## src/rtl/gpio_func_sched_if.sv

```systemverilog
// Request/busy/mapping bundle between gpio_func_sched and its client.
// master drives requests and busy flags; slave is the scheduler.
interface gpio_func_sched_if #(
  parameter int NUM_PINS = 8,
  parameter int PW = $clog2(NUM_PINS)
);
  logic                  i_req_valid;
  logic                  o_req_ready;
  logic [PW-1:0]         i_req_pin;
  logic [1:0]            i_req_func;
  logic [3:0]            i_func_busy;
  logic [2*NUM_PINS-1:0] o_pin_sel;
  logic [NUM_PINS-1:0]   o_pin_park;
  logic                  o_done;
  logic                  o_err;

  modport master (
    output i_req_valid, i_req_pin, i_req_func, i_func_busy,
    input  o_req_ready, o_pin_sel, o_pin_park, o_done, o_err
  );

  modport slave (
    input  i_req_valid, i_req_pin, i_req_func, i_func_busy,
    output o_req_ready, o_pin_sel, o_pin_park, o_done, o_err
  );
endinterface

```

## src/rtl/gpio_func_sched.sv

```systemverilog
// GPIO pin-function ownership scheduler: drain, park, commit.
// Optional drain timeout enabled by GPIO_FUNC_SCHED_TIMEOUT_EN.
module gpio_func_sched #(
  parameter int NUM_PINS      = 8,
  parameter int GUARD_CYCLES  = 4,
  parameter int DRAIN_TIMEOUT = 1024
) (
  input logic               i_clk,
  input logic               i_reset,
  gpio_func_sched_if.slave  bus
);
  localparam int PW = $clog2(NUM_PINS);
  localparam int CW = $clog2(GUARD_CYCLES + 1);

  localparam logic [1:0] S_IDLE   = 2'd0;
  localparam logic [1:0] S_DRAIN  = 2'd1;
  localparam logic [1:0] S_PARK   = 2'd2;
  localparam logic [1:0] S_COMMIT = 2'd3;

  logic [1:0]            state;
  logic [PW-1:0]         pin_q;
  logic [1:0]            func_q;
  logic [1:0]            old_q;
  logic [PW-1:0]         vic_q;
  logic                  vic_v;
  logic [CW-1:0]         gcnt;
  logic [2*NUM_PINS-1:0] sel_q;
  logic                  done_q;
  logic                  err_q;

  logic                  pin_ok;
  logic [1:0]            cur_old;
  logic                  vic_hit;
  logic [PW-1:0]         vic_idx;
  logic                  drain_ok;

`ifdef GPIO_FUNC_SCHED_TIMEOUT_EN
  localparam int DW = $clog2(DRAIN_TIMEOUT + 1);
  logic [DW-1:0] dcnt;
`endif

  // Look up current owner of the requested pin and any victim pin
  always_comb begin
    pin_ok  = 1'b0;
    cur_old = 2'b00;
    vic_hit = 1'b0;
    vic_idx = '0;
    for (int k = 0; k < NUM_PINS; k++) begin
      if (bus.i_req_pin == PW'(k)) begin
        pin_ok  = 1'b1;
        cur_old = sel_q[2*k +: 2];
      end
      if (bus.i_req_func != 2'b00 &&
          sel_q[2*k +: 2] == bus.i_req_func &&
          bus.i_req_pin != PW'(k)) begin
        vic_hit = 1'b1;
        vic_idx = PW'(k);
      end
    end
  end

  assign drain_ok = !bus.i_func_busy[old_q] &&
                    (!vic_v || !bus.i_func_busy[func_q]);

  // Park the target pin and victim only while in PARK
  always_comb begin
    bus.o_pin_park = '0;
    for (int k = 0; k < NUM_PINS; k++) begin
      if (state == S_PARK &&
          (pin_q == PW'(k) || (vic_v && vic_q == PW'(k))))
        bus.o_pin_park[k] = 1'b1;
    end
  end

  // Request FSM, guard counter and pin mapping
  always_ff @(posedge i_clk or posedge i_reset) begin
    if (i_reset) begin
      state  <= S_IDLE;
      pin_q  <= '0;
      func_q <= 2'b00;
      old_q  <= 2'b00;
      vic_q  <= '0;
      vic_v  <= 1'b0;
      gcnt   <= '0;
      sel_q  <= '0;
      done_q <= 1'b0;
      err_q  <= 1'b0;
`ifdef GPIO_FUNC_SCHED_TIMEOUT_EN
      dcnt   <= '0;
`endif
    end else begin
      done_q <= 1'b0;
      err_q  <= 1'b0;
      case (state)
        S_IDLE: begin
          if (bus.i_req_valid) begin
            if (!pin_ok) begin
              err_q <= 1'b1;
            end else if (cur_old == bus.i_req_func) begin
              done_q <= 1'b1;
            end else begin
              pin_q  <= bus.i_req_pin;
              func_q <= bus.i_req_func;
              old_q  <= cur_old;
              vic_v  <= vic_hit;
              vic_q  <= vic_idx;
              state  <= S_DRAIN;
`ifdef GPIO_FUNC_SCHED_TIMEOUT_EN
              dcnt   <= '0;
`endif
            end
          end
        end
        S_DRAIN: begin
          if (drain_ok) begin
            gcnt  <= CW'(GUARD_CYCLES);
            state <= S_PARK;
          end
`ifdef GPIO_FUNC_SCHED_TIMEOUT_EN
          else if (dcnt == DW'(DRAIN_TIMEOUT - 1)) begin
            err_q <= 1'b1;
            state <= S_IDLE;
          end else begin
            dcnt <= dcnt + DW'(1);
          end
`endif
        end
        S_PARK: begin
          if (gcnt == CW'(1))
            state <= S_COMMIT;
          else
            gcnt <= gcnt - CW'(1);
        end
        S_COMMIT: begin
          for (int k = 0; k < NUM_PINS; k++) begin
            if (pin_q == PW'(k))
              sel_q[2*k +: 2] <= func_q;
            else if (vic_v && vic_q == PW'(k))
              sel_q[2*k +: 2] <= 2'b00;
          end
          state <= S_IDLE;
        end
        default: state <= S_IDLE;
      endcase
    end
  end

  assign bus.o_req_ready = (state == S_IDLE);
  assign bus.o_done      = done_q | (state == S_COMMIT);
  assign bus.o_err       = err_q;
  assign bus.o_pin_sel   = sel_q;
endmodule

```

## src/flat_wrapper.sv

```systemverilog
// flat-port wrapper written by rule: the top's interface ports become plain ports
module gpio_func_sched_flat 
#(
  parameter int NUM_PINS      = 8,
  parameter int GUARD_CYCLES  = 4,
  parameter int DRAIN_TIMEOUT = 1024
)
  (i_clk, i_reset, bus_i_req_valid, bus_i_req_pin, bus_i_req_func, bus_i_func_busy, bus_o_req_ready, bus_o_pin_sel, bus_o_pin_park, bus_o_done, bus_o_err);
  gpio_func_sched_if #(.NUM_PINS(NUM_PINS)) bus_i ();
  input logic i_clk;
  input logic i_reset;
  input wire logic [$bits(bus_i.i_req_valid)-1:0] bus_i_req_valid;
  input wire logic [$bits(bus_i.i_req_pin)-1:0] bus_i_req_pin;
  input wire logic [$bits(bus_i.i_req_func)-1:0] bus_i_req_func;
  input wire logic [$bits(bus_i.i_func_busy)-1:0] bus_i_func_busy;
  output wire logic [$bits(bus_i.o_req_ready)-1:0] bus_o_req_ready;
  output wire logic [$bits(bus_i.o_pin_sel)-1:0] bus_o_pin_sel;
  output wire logic [$bits(bus_i.o_pin_park)-1:0] bus_o_pin_park;
  output wire logic [$bits(bus_i.o_done)-1:0] bus_o_done;
  output wire logic [$bits(bus_i.o_err)-1:0] bus_o_err;
  assign bus_i.i_req_valid = bus_i_req_valid;
  assign bus_i.i_req_pin = bus_i_req_pin;
  assign bus_i.i_req_func = bus_i_req_func;
  assign bus_i.i_func_busy = bus_i_func_busy;
  assign bus_o_req_ready = bus_i.o_req_ready;
  assign bus_o_pin_sel = bus_i.o_pin_sel;
  assign bus_o_pin_park = bus_i.o_pin_park;
  assign bus_o_done = bus_i.o_done;
  assign bus_o_err = bus_i.o_err;
  gpio_func_sched #(.NUM_PINS(NUM_PINS), .GUARD_CYCLES(GUARD_CYCLES), .DRAIN_TIMEOUT(DRAIN_TIMEOUT)) u_core (.i_clk(i_clk), .i_reset(i_reset), .bus(bus_i));
endmodule
```

## config.mk

```make
export PLATFORM = sky130hd
export DESIGN_NAME = gpio_func_sched_flat
export DESIGN_NICKNAME = d
export VERILOG_FILES = /design/src/rtl/gpio_func_sched_if.sv /design/src/rtl/gpio_func_sched.sv /design/src/flat_wrapper.sv
export SDC_FILE = /design/constraint.sdc
export NUM_CORES = 1
export LEC_CHECK = 0
export CAP_MARGIN = 20
export CORE_MARGIN = 1.5
export CORE_UTILIZATION = 53
export CTS_CLUSTER_DIAMETER = 30
export DETAILED_ROUTE_END_ITERATION = 6
export GPL_ROUTABILITY_DRIVEN = 1
export PLACE_DENSITY = 0.8
export SYNTH_ARGS = -nofsm -noshare
export SYNTH_HDL_FRONTEND = slang
export SYNTH_SLANG_ARGS = --single-unit
```

## constraint.sdc

```tcl
create_clock -name i_clk -period 2.9 [get_ports i_clk]
set_clock_uncertainty 0.2 [all_clocks]
set_input_delay 0.435 -clock i_clk [delete_from_list [all_inputs] [get_ports i_clk]]
set_output_delay 0.435 -clock i_clk [all_outputs]
set_load 0.05 [all_outputs]
```

; Word-level counts from Yosys, hierarchy flattened
; Cells that the tools add are included.
[classes]
bitwise = 2
magnitude_cmp = 2
reduce_logical = 71
mux = 75
eq_ne = 47
n_addsub = 1
[ops]
columns = cell, count
row1 = $mux W2, 31
row2 = $eq A3 B3 Y1 const B, 12
row3 = $mux W1, 34
row4 = $logic_and A1 B1 Y1, 33
row5 = $reduce_bool A2 Y1, 10
row6 = $eq A2 B2 Y1, 9
row7 = $eq A3 B2 Y1 const B, 6
row8 = $mux W3, 6
row9 = $reduce_and A2 Y1, 8
row10 = $eq A3 B1 Y1 const B, 4
row11 = $ne A3 B3 Y1 const B, 4
row12 = $logic_not A3 Y1, 3
row13 = $logic_or A1 B1 Y1, 9
row14 = $ne A2 B2 Y1 const B, 4
row15 = $pmux W2 S4, 1
row16 = $lt A2 B3 Y1 const B, 2
row17 = $ne A3 B2 Y1 const B, 2
row18 = $pmux W3 S2, 1
row19 = $reduce_and A5 Y1, 1
row20 = $bmux W1 S2, 2
row21 = $eq A2 B2 Y1 const B, 2
row22 = $ne A2 B1 Y1 const B, 2
row23 = $reduce_and A4 Y1, 1
row24 = $logic_not A1 Y1, 3
row25 = other kinds (8), 8
[word_totals]
in_bits = 12
elab_cells = 215
ff_bits = 34
out_inout_bits = 27

; Longest topological paths before layout
[logic_depth]
word_depth = 14
depth_mapped = 8
ltp_nobuf = 7

; Worst setup path before layout
; OpenSTA, ideal clock, no wires.
[synth_timing]
path_type = flip-flop to flip-flop
start = register u_core.sel_q[13], in the netlist u_core.bus.o_pin_sel[13]
end = register u_core.func_q[0]
path_slack_ps = 447
path_buffers = 0
required_ps = 2575
t_arrival_ps = 2128
synth_period_minus_slack_ps = 2453
setup_time_ps = 125
path_stages_with_launch = 6
cell_sequence = dfrtp_1 > mux4_1 > mux2i_1 > xor2_1 > a21oi_2 > mux2_2
[synth_between]
elab_chain_len = 5
[synth_rtl]
columns = item, line_no
row1 = from (decl), gpio_func_sched.sv:27  ; logic [2*NUM_PINS-1:0] sel_q;
row2 = "from (signal, indexed assignment)", gpio_func_sched.sv:137  ; sel_q[2*k +: 2] <= func_q;
row3 = $mux W2 (2 in series), gpio_func_sched.sv:49  ; if (bus.i_req_pin == PW'(k)) begin
row4 = $eq A2 B2 Y1, gpio_func_sched.sv:99  ; end else if (cur_old == bus.i_req_func) begin
row5 = $not A1 Y1 (no line), -
row6 = $reduce_and A4 Y1 (no line), -
row7 = to (signal assigned), gpio_func_sched.sv:103  ; func_q <= bus.i_req_func;
row8 = to (decl), gpio_func_sched.sv:22  ; logic [1:0] func_q;
; Every way passes these cells.
; A chain may end at the register's enable or synchronous reset.

; Final worst setup path
[layout_timing]
start = input port bus_i_req_pin[0]
end = register u_core.pin_q[1]
[layout_between]
elab_chain_len = 12
elab_cells_between_ends = 27
classes_between = eq/ne: 8 / mux: 16 / bitwise: 1 / reduce/logical: 2
[layout_rtl]
columns = item, line_no
row1 = from (decl), flat_wrapper.sv:13  ; input wire logic [$bits(bus_i.i_req_pin)-1:0] bus_i_req_pin;
row2 = $logic_not A3 Y1, gpio_func_sched.sv:49
row3 = $mux W2 (8 in series), gpio_func_sched.sv:49
row4 = $eq A2 B2 Y1, gpio_func_sched.sv:99
row5 = $not A1 Y1 (no line), -
row6 = $reduce_and A4 Y1 (no line) *, -
row7 = to (signal assigned), gpio_func_sched.sv:102  ; pin_q <= bus.i_req_pin;
row8 = to (decl), gpio_func_sched.sv:21  ; logic [PW-1:0] pin_q;
; Every way passes the cells marked *; elsewhere a longest branch is shown, timed or not.

==> results.py <==
metrics = {
    "run_status": {
        "status": "completed",
    },
    "global_routing": {
        "grt_usage": 0.276,
        "grt_pass1_vias": 1894,
        "antenna_found_initial": 0,
        "overflow": 0,
        "grt_max_degree": 35,
        "grt_pass1_wl_mm": 9.16,
    },
    "clock_network": {
        "insertion_delay_ns": 0.29,
        "tritoncts": "done",
        "ctsHoldBuffers": 0,
        "post_cts_buffers": 0,
        "root_buffer": "clkbuf_8",
        "h-tree-depth": 2,
        "clkSlewWorstSetupHoldPaths_ns": 0.08,
        "numCtsBuffers": 5,
        "clock-sinks": 34,
        "cts_max_path_buffers": 2,
    },
    "logic_synthesis": {
        "synthArstFlopShare": 1.00,
        "ys_warn_count": 0,
        "synth_area_leaders": "dfrtp_1 38%, nand2_1 5.7%, o21ai_0 4.5%",
        "syn_nets": 248,
        "synth_cells": 230,
        "synth_top_area_frac": 0.380,
        "seq_area_frac_synth": 0.380,
        "synth_ff_type": "dfrtp_1",
        "synth_edf_count": 0,
        "synthTopCellsByCount": "34 x dfrtp_1, 34 x nand2_1, 20 x o21ai_0, 11 x inv_1, 9 x nand3_1",
        "yosys.cell_types.count": 57,
        "syn_area_um2": 2240,
        "synth.largest_area_cell": "dfrtp_1",
        "synth_area_per_cell_um2": 9.73,
        "ys_seq_elements": 34,
    },
    "setup_path": {
        "critPathKind": "primary input to flip-flop",
        "cp-end-kind": "flip-flop",
        "crit_path_start": "bus_i_req_pin[0]",
        "cp.required_ns": 2.88,
        "r2r_start": "u_core.bus.o_pin_sel[1]$_DFFE_PP0P_",
        "cp_max_fo": 17,
        "startpoint_type": "primary input",
        "arrival_ns": 2.73,
    },
    "placement": {
        "dp_hpwl_mm": 4.40,
        "post-place-cells": 325,
        "numPortBuffers": 38,
        "pre_cts_ws_ns": -0.156,
        "placed_cell_area_um2": 2740,
        "gp_congestion": 0.840,
    },
    "power_and_ir_drop": {
        "total_leakage_power_nw": 1.32,
        "totalPowerFinal_w": 0.00345,
        "p_per_area_nw_per_um2": 1190,
        "peakVddDrop_mv": 0.702,
    },
    "flow_run": {
        "maxCapViolations": 0,
    },
    "drt": {
        "antenna_left": 0,
        "avgViaCountPerCell": 6.11,
        "num_vias": 2033,
        "first_iter_violations": 175,
        "drt_wl_total_mm": 5.80,
        "dr.pass1.iters": 4,
        "avgRoutedWirePerCell_um": 17.4,
        "drc": 0,
    },
    "cells_and_area": {
        "drive_gt1_frac": 0.145,
        "regArea_um2": 851,
        "area_growth_pct": 29.4,
        "multi_input_area_um2": 1290,
        "num-fill-cells": 298,
        "fin_cells": 333,
        "diodes": 0,
        "final_area_um2": 2890,
        "nets": 300,
    },
    "floorplanning": {
        "die_w_um": 68.0,
        "die_y_um": 68.0,
        "start_util": 0.555,
        "pin_count": 39,
        "core-area_um2": 4030,
        "die_area_um2": 4620,
        "num_rows": 23,
    },
    "min_path": {
        "min_path_type": "flip-flop to flip-flop",
        "hold_start": "u_core.gcnt[0]$_DFFE_PP0P_",
    },
    "sta": {
        "hold_viol_final": 0,
        "slew_violations": 0,
        "post-route-min-period_ns": 2.75,
        "max_slew.worst_pin.slew_ns": 0.520,
        "timing.fmax_mhz": 364,
        "min_period_over_period": 0.947,
        "setup_tns_ns": 0,
        "slew_headroom": 0.652,
        "rsz0062_at_grt": "false",
        "setup_slack_ns": 0.155,
        "setup_viol": 0,
    },
}
-- power by group --
group	total, W	internal [W]	leakage (nW)	switching [W]
clock network	0.000527	0.000344	0.0683	0.000183
logic	0.00192	0.000785	0.823	0.00114
registers	0.000997	0.000679	0.426	0.000319
total	0.00345	0.00181	1.32	0.00164
-- cells by family (layout without fill, tap and decap cells) --
| logic type | Yosys count | in the layout | synth area share |
|---|---|---|---|
| other cells | 1 | 1 | 0.00168 |
| xor+xnor | 11 | 11 | 0.0464 |
| flops | 34 | 34 | 0.380 |
| compound gates | 58 | 58 | 0.172 |
| buf+inv | 18 | 71 | 0.0436 |
| mux | 16 | 16 | 0.122 |
| fa+ha+maj | 6 | 6 | 0.0336 |
| simple gates | 86 | 86 | 0.200 |
-- path summary, 6_finish.rpt --
path	end	slack, ns	cells after the start
worst max-delay path	u_core.pin_q[1]$_DFFE_PP0P_	0.15	7
worst min-delay path	u_core.gcnt[0]$_DFFE_PP0P_	0.32	1
worst max register to register	u_core.pin_q[1]$_DFFE_PP0P_	0.45	6
worst min register to register	u_core.gcnt[0]$_DFFE_PP0P_	0.32	1
max in group asynchronous	u_core.bus.o_pin_sel[13]$_DFFE_PP0P_	1.86	3
min in group asynchronous	u_core.bus.o_pin_sel[8]$_DFFE_PP0P_	0.33	3
-- worst max-delay path, cell delays in order --
cell,delay [ns]
clkdlybuf4s50_1,0.55
mux4_1,0.59
mux2i_1,0.26
xor2_1,0.15
a21oi_2,0.23
buf_12,0.17
mux2_2,0.34
-- timing repair --
action / CTS / global route
endpoints found under the hold margin: 0 / 0
gates resized for setup: 0 / 7
endpoints found under the setup margin: 0 / 7
-- layout make-up --
cell class,count,area share
Timing Repair Buffer,52,0.177
Sequential cell,34,0.294
Clock inverter,3,0.0238
Multi-Input combinational cell,178,0.445
Clock buffer,5,0.0238
Tap cell,50,0.0216
Inverter,11,0.0143
-- registers in the layout, indices dropped and copies added (netlist names) --
name	flops
u_core.bus.o_err	1
u_core.bus.o_pin_sel	16
u_core.done_q	1
u_core.func_q	2
u_core.gcnt	3
u_core.old_q	2
u_core.pin_q	3
u_core.state	2
u_core.vic_q	3
u_core.vic_v	1
-- through the flow --
stage	utilization	hold slack [ns]
5_1_grt	0.718	0.339
6_report	0.718	0.316
3_5_place_dp	0.680	0.304
2_1_floorplan	-	0.276
4_1_cts	0.714	0.318
3_3_place_gp	0.680	0.297
-- routing by layer --
layer	vias up	wire, um	part of all wire	track usage
met4	0	57	0.0098	0.0800
met1	991	2430	0.42	0.366
met5	-	0	0	0
li1	946	-	-	-
met2	90	2930	0.51	0.460
met3	6	376	0.065	0.0543
-- placed cells by master (no fill, tap or decap), drive strengths merged, types with 2 or more instances in the layout --
| cell type | n |
|---|---|
| clkbuf | 5 |
| o31ai | 5 |
| nand3 | 9 |
| o21a | 2 |
| dlymetal6s2s | 7 |
| o22ai | 7 |
| xnor2 | 5 |
| o32ai | 2 |
| o21ai | 21 |
| dfrtp | 34 |
| mux2 | 8 |
| a21oi | 5 |
| mux2i | 2 |
| a32o | 2 |
| buf | 15 |
| nand2b | 8 |
| nor3b | 6 |
| nor2 | 6 |
| inv | 11 |
| clkdlybuf4s50 | 30 |
| and3 | 2 |
| nand3b | 2 |
| a31oi | 2 |
| nor4bb | 2 |
| nor3 | 2 |
| ha | 6 |
| bufinv | 2 |
| xor2 | 6 |
| o211ai | 3 |
| nand2 | 34 |
| and2 | 9 |
| mux4 | 6 |
No activity file was read; power rests on OpenSTA's default activity.
